===== src/rtl/random_health_monitor.sv =====
// Online health monitor for a random word stream: counts ones and tracks the
// longest same-bit run over a window of words, then reports a pass/fail verdict.
module random_health_monitor #(
  parameter int Width       = 32,
  parameter int WindowWords = 64,
  parameter int OnesTol     = 128,
  parameter int MaxRun      = 34,
  localparam int CntW       = $clog2(Width * WindowWords + 1)
) (
  input  logic             clk,
  input  logic             rst,
  input  logic             start,
  input  logic             in_valid,
  input  logic [Width-1:0] in_data,
  output logic             in_ready,
  output logic             busy,
  output logic             done,
  output logic             pass,
  output logic [CntW-1:0]  ones_count,
  output logic [CntW-1:0]  longest_run
);

  localparam int WcW = $clog2(WindowWords);
  localparam logic signed [CntW:0] HalfS   = (CntW + 1)'(Width * WindowWords / 2);
  localparam logic        [CntW:0] TolU    = (CntW + 1)'(OnesTol);
  localparam logic      [CntW-1:0] MaxRunU = CntW'(MaxRun);

  typedef enum logic [1:0] {IDLE, COLLECT, EVAL, REPORT} state_t;

  state_t          state_q, state_d;
  logic [WcW-1:0]  word_cnt_q, word_cnt_d;
  logic [CntW-1:0] ones_acc_q, ones_acc_d;
  logic [CntW-1:0] cur_run_q, cur_run_d;
  logic [CntW-1:0] longest_q, longest_d;
  logic            last_bit_q, last_bit_d;
  logic [CntW-1:0] ones_count_q, ones_count_d;
  logic [CntW-1:0] longest_run_q, longest_run_d;
  logic            pass_q, pass_d;

  logic [CntW-1:0] word_ones, scan_run, scan_longest;
  logic signed [CntW:0] ones_diff;
  logic        [CntW:0] ones_mag;
  logic            xfer;

  assign in_ready    = (state_q == COLLECT);
  assign busy        = (state_q != IDLE);
  assign done        = (state_q == REPORT);
  assign pass        = pass_q;
  assign ones_count  = ones_count_q;
  assign longest_run = longest_run_q;
  assign xfer        = in_valid && in_ready;

  // Whole-word scan in one cycle; the run carries over from the previous word
  // except for the very first bit of a window.
  always_comb begin : scan
    logic prev_bit;
    word_ones    = '0;
    scan_run     = cur_run_q;
    scan_longest = longest_q;
    prev_bit     = last_bit_q;
    for (int i = 0; i < Width; i++) begin
      word_ones = word_ones + CntW'(in_data[i]);
      if ((i == 0) && (word_cnt_q == '0)) begin
        scan_run = CntW'(1);
      end else if (in_data[i] == prev_bit) begin
        scan_run = scan_run + CntW'(1);
      end else begin
        scan_run = CntW'(1);
      end
      if (scan_run > scan_longest) begin
        scan_longest = scan_run;
      end
      prev_bit = in_data[i];
    end
  end

  always_comb begin
    ones_diff = $signed({1'b0, ones_acc_q}) - HalfS;
    ones_mag  = ones_diff[CntW] ? $unsigned(-ones_diff) : $unsigned(ones_diff);
  end

  always_comb begin
    state_d       = state_q;
    word_cnt_d    = word_cnt_q;
    ones_acc_d    = ones_acc_q;
    cur_run_d     = cur_run_q;
    longest_d     = longest_q;
    last_bit_d    = last_bit_q;
    ones_count_d  = ones_count_q;
    longest_run_d = longest_run_q;
    pass_d        = pass_q;
    case (state_q)
      IDLE: begin
        if (start) begin
          state_d    = COLLECT;
          word_cnt_d = '0;
          ones_acc_d = '0;
          cur_run_d  = '0;
          longest_d  = '0;
          last_bit_d = 1'b0;
        end
      end
      COLLECT: begin
        if (xfer) begin
          word_cnt_d = word_cnt_q + WcW'(1);
          ones_acc_d = ones_acc_q + word_ones;
          cur_run_d  = scan_run;
          longest_d  = scan_longest;
          last_bit_d = in_data[Width-1];
          if (word_cnt_q == WcW'(WindowWords - 1)) begin
            state_d = EVAL;
          end
        end
      end
      EVAL: begin
        ones_count_d  = ones_acc_q;
        longest_run_d = longest_q;
        pass_d        = (ones_mag <= TolU) && (longest_q <= MaxRunU);
        state_d       = REPORT;
      end
      REPORT: begin
        state_d = IDLE;
      end
      default: begin
        state_d = IDLE;
      end
    endcase
  end

  always_ff @(posedge clk or posedge rst) begin
    if (rst) begin
      state_q       <= IDLE;
      word_cnt_q    <= '0;
      ones_acc_q    <= '0;
      cur_run_q     <= '0;
      longest_q     <= '0;
      last_bit_q    <= 1'b0;
      ones_count_q  <= '0;
      longest_run_q <= '0;
      pass_q        <= 1'b0;
    end else begin
      state_q       <= state_d;
      word_cnt_q    <= word_cnt_d;
      ones_acc_q    <= ones_acc_d;
      cur_run_q     <= cur_run_d;
      longest_q     <= longest_d;
      last_bit_q    <= last_bit_d;
      ones_count_q  <= ones_count_d;
      longest_run_q <= longest_run_d;
      pass_q        <= pass_d;
    end
  end

endmodule


===== config.mk =====
export PLATFORM = sky130hd
export DESIGN_NAME = random_health_monitor
export DESIGN_NICKNAME = d
export VERILOG_FILES = /design/src/rtl/random_health_monitor.sv
export SDC_FILE = /design/constraint.sdc
export NUM_CORES = 2
export LEC_CHECK = 0
export BUFFER_PORTS_ARGS = -buffer_cell sky130_fd_sc_hd__buf_2
export CORE_ASPECT_RATIO = 0.9
export CORE_MARGIN = 2
export CORE_UTILIZATION = 61
export DETAILED_ROUTE_END_ITERATION = 8
export PLACE_DENSITY = 0.81
export SYNTH_ARGS = -nofsm -noshare
export SYNTH_HDL_FRONTEND = slang
export SYNTH_SLANG_ARGS = --single-unit
export TNS_END_PERCENT = 30

===== constraint.sdc =====
create_clock -name clk -period 59.7 [get_ports clk]
set_clock_uncertainty 0.05 [all_clocks]
set_input_delay 11.94 -clock clk [delete_from_list [all_inputs] [get_ports clk]]
set_output_delay 11.94 -clock clk [all_outputs]
set_load 0.02 [all_outputs]

==> results of run 1 <==
per-stage QoR:
step | std cells | utilization [%] | setup TNS [ns] | hold WS (ns) | instance area [um^2]
after floorplan | 4241 | - | -106.86 | 0.420 | 31000
after global placement | 5824 | 80.8 | -118.10 | 0.441 | 38800
after detailed placement | 5824 | 80.8 | -144.91 | 0.438 | 38800
after CTS | 6008 | 86.7 | -108.32 | 0.462 | 41600
kinds of logic after synthesis:
family | share of synthesized area, %
AND/OR/NAND/NOR | 29.2
AO/OA/AOI/OAI | 22.9
adder cells (fa/ha/maj) | 18.0
XOR/XNOR | 12.2
buffers and inverters | 5.65
multiplexers | 6.26
flip-flops | 5.89
layer usage:
metal | global-route usage [%] | GRT overflow
met1 | 86.3 | 39
met2 | 107 | 881
met3 | 77.9 | 22
met4 | 101 | 380
met5 | 49.1 | 5
repair_timing:
item | in CTS
cloned | 21
pin swaps | 174
setup endpoints to repair | 12
setup buffers | 147
gates resized for setup | 286
==> flow_summary.ini, run 1 <==
[run_status]
status = aborted with a tool error
lastStage = global routing
toolErrorMsg = [ERROR GRT-0232] Routing congestion too high. Check the congestion heatmap in the GUI.

[grt]
gr-total-overflow = 1327
grt_max_degree = 71
grtUsageTotal_pct = 90.9

[synth]
synthArstFlopShare_pct = 100
synth_top_area_share_pct = 16.0
synth.net_count = 4683
avgSynthCellArea_um2 = 7.01
synth_cell_types = 153
synth_top_area_cell = ha_1
synth_commonest_cells = 521 x nand2_1, 477 x nor2_1, 380 x ha_1, 268 x inv_1, 265 x xnor2_1
synth-seq-cells = 70
synthesis.area_um2 = 29700
ys.flop_type = dfrtp_1
synth.top_cells.by_area = ha_1 16%, xnor2_1 7.8%, nand2_1 6.6%
yosysSeqAreaShare_pct = 5.89
synth_cells = 4241
yosysMostFrequentCell = nand2_1
yosysWarnings = 0
synth_edf_count = 0

[floorplan]
row_count = 76
die_w_um = 237
num_io_pins = 64
start_util_pct = 61.9
die_h_um = 213

[clock_network]
ctsHoldBuffers = 0
clock_tree.root_cell = clkbuf_16
cts.path.max_buffers = 2
cts_sinks = 70
cts_max_level = 3
cts-buffers-inserted = 9

[placed_design]
place.gp.congestion = 1.04
port_buffers = 63
place_ws_ns = -12.16
dp_hpwl_um = 89400

[timing]
worstEpCategory = register input
postGrtWorstEndpoint = longest_q[3]$_DFFE_PP0P_/D
==> run 2, diff against run 1 <==
--- a/config.mk
+++ b/config.mk
@@ -6,11 +6,10 @@
 export NUM_CORES = 2
 export LEC_CHECK = 0
 export BUFFER_PORTS_ARGS = -buffer_cell sky130_fd_sc_hd__buf_2
-export CORE_ASPECT_RATIO = 0.9
 export CORE_MARGIN = 2
-export CORE_UTILIZATION = 61
+export CORE_UTILIZATION = 40
 export DETAILED_ROUTE_END_ITERATION = 8
-export PLACE_DENSITY = 0.81
+export PLACE_DENSITY_LB_ADDON = 0.15
 export SYNTH_ARGS = -nofsm -noshare
 export SYNTH_HDL_FRONTEND = slang
 export SYNTH_SLANG_ARGS = --single-unit
==> constraint.sdc (replaced) <==
create_clock -name clk -period 77.6 [get_ports clk]
set_clock_uncertainty 0.05 [all_clocks]
set_input_delay 15.52 -clock clk [delete_from_list [all_inputs] [get_ports clk]]
set_output_delay 15.52 -clock clk [all_outputs]
set_load 0.02 [all_outputs]
==> run 2 against run 1 <==
The run now ends clean. Area after synthesis unchanged. Synthesized cell count unchanged.
==> flow_summary.ini, run 2 <==
[synth]
yosysMostFrequentCell = nand2_1
yosysSeqAreaShare_pct = 5.89
yosysWarnings = 0
synthesis.area_um2 = 29700
synth.net_count = 4683
synth_edf_count = 0
synthArstFlopShare_pct = 100
synth_cells = 4241
synth_top_area_share_pct = 16.0
synth_commonest_cells = 521 x nand2_1, 477 x nor2_1, 380 x ha_1, 268 x inv_1, 265 x xnor2_1
ys.flop_type = dfrtp_1
synth_top_area_cell = ha_1
avgSynthCellArea_um2 = 7.01
synth.top_cells.by_area = ha_1 16%, xnor2_1 7.8%, nand2_1 6.6%
synth-seq-cells = 70
synth_cell_types = 153

[critical_path]
cpPeakStageDelay_ns = 0.56
startpoint_type = input port
cp_top_family = compound AO/OA/AOI/OAI gates
path_common_cell = ha_1
path_max_fanout = 14
reg2reg_from = cur_run_q[1]
rr_endpoint = longest_q[4]
reg2reg_depth = 328
slowest_stage = or4_4
required_ns = 77.76
crit_arrival_ns = 75.10
end_kind = flip-flop
critPathKind = input port to flip-flop
regToRegSetupSlack_ns = 16.75
path_buf_inv = 41

[placed_design]
dp_hpwl_um = 81800
place_area_um2 = 33200
port_buffers = 63
place.gp.congestion = 0.937

[clock_network]
worstSkewPairLatency_ns = 0.35
cts-buffers-inserted = 9
cts.path.max_buffers = 2
cts_sinks = 70
cts_max_level = 3
path_clk_slew_ns = 0.06
clock_tree.root_cell = clkbuf_16
cts_tree = built

[detailed_routing]
viasPerCell = 5.68
dr.pass1.iters = 6
wl_per_cell_um = 17.9
drt_iter0_markers = 2094
drt_wl_total_um = 100000
postRouteAntennaNets = 0
drc_errors = 0
vias = 31774

[worst_hold_path]
hold_depth = 1
min-delay-start = longest_run[3]
hp-class = flip-flop to flip-flop
min_to = longest_run[3]

[timing]
setup_violations = 0
hold_viol_final = 0
finalCriticalPeriod_ns = 74.93
tightest_slew_ns = 1.07
layout_worst_path_cycle_share_pct = 96.6
final_max_slew_viol_count = 0
relSlewSlack_pct = 28.4
max_freq_mhz = 13.3

[grt]
grt_max_degree = 71
grt_pass1_vias = 29386
grtUsageTotal_pct = 24.2
gr-total-overflow = 0
antenna_found_initial = 2
grt_pass1_wl_um = 156000

[run_status]
status = finished, final reports clean

[cells_and_area]
multi_input_area_um2 = 27900
final_cell_mix = 514 x nand2_1, 453 x nor2_1, 391 x buf_4
fillers = 7456
final_area_um2 = 36000
final_common_cell = nand2_1
regArea_um2 = 1750
drive_gt1_share_pct = 21.4
nets = 5074
area_growth_pct = 20.9

[floorplan]
row_count = 99
num_io_pins = 64
die_h_um = 277
die-area_um2 = 76600
die_w_um = 277
core_region_area_um2 = 73300
start_util_pct = 40.6

[job]
cap_violations = 0
-- run 2: cell counts after synthesis --
Identical to the previous run, type by type.
-- run 2: cell type report --
| type | instances | area share (%) |
|---|---|---|
| Clock inverter | 7 | 0.296 |
| Timing Repair Buffer | 495 | 10.5 |
| Inverter | 272 | 2.84 |
| Multi-Input combinational cell | 3784 | 77.6 |
| Tap cell | 959 | 3.34 |
| Clock buffer | 9 | 0.626 |
| Antenna cell | 1 | 0.00696 |
| Sequential cell | 70 | 4.87 |
-- run 2: how the worst max path moves through the flow --
stage / depth (start not counted) / startpoint / slack [ns] / endpoint
6_report: 328 / in_data[0] / 2.67 / longest_q[4]
5_1_grt: 349 / in_data[0] / -0.59 / longest_q[4]
4_1_cts: 336 / in_data[0] / 0.02 / longest_q[11]
3_5_place_dp: 328 / in_data[0] / -1.11 / longest_q[11]
3_3_place_gp: 324 / in_data[0] / -0.82 / longest_q[11]
2_1_floorplan: 341 / in_data[0] / 0.03 / longest_q[8]
-- run 2: routing by layer --
layer  up-vias  global-route usage [%]  routed length (um)
met2       694                    40.8               46200
met1     14936                    33.6               48100
met4         4                    4.15                1640
met3        96                    2.29                4060
met5         -                       0                  22
li1      16044                       -                   -
-- run 2: what timing repair did --
item / 4_1_cts / 5_1_grt
setup endpoints to repair: 12 / 12
setup buffers: 2 / 81
pin swaps: 0 / 115
hold buffers: 0 / 0
cloned: 0 / 16
resized for setup: 15 / 420
-- run 2: metrics by stage --
| stage | hold WS, ns | instances | setup WS (ns) | setup TNS (ns) | util [%] |
|---|---|---|---|---|---|
| 3_3_place_gp | 0.436 | 5481 | -0.817 | -8.50 | 45.3 |
| 3_5_place_dp | 0.443 | 5481 | -1.11 | -12.10 | 45.3 |
| 6_report | 0.454 | 5597 | 2.67 | 0 | 49.0 |
| 5_1_grt | 0.474 | 5596 | -0.592 | -5.87 | 49.0 |
| 4_1_cts | 0.458 | 5499 | 0.0155 | 0 | 45.9 |
| 2_1_floorplan | 0.420 | 4241 | 0.0283 | 0 | - |
-- run 2: logic make-up after synthesis --
kind of cell | after synthesis | share of synthesized area, %
DFF | 70 | 5.89
buffers and inverters | 393 | 5.65
xor gates and xnor gates | 412 | 12.2
muxes | 172 | 6.26
adders and majority gates | 414 | 18.0
and+or+nand+nor | 1789 | 29.2
AOI/OAI and AO/OA | 991 | 22.9
Power of run 2 is not shown: default switching activity piles up to over one toggle a cycle in this logic, so the estimate is an artifact.
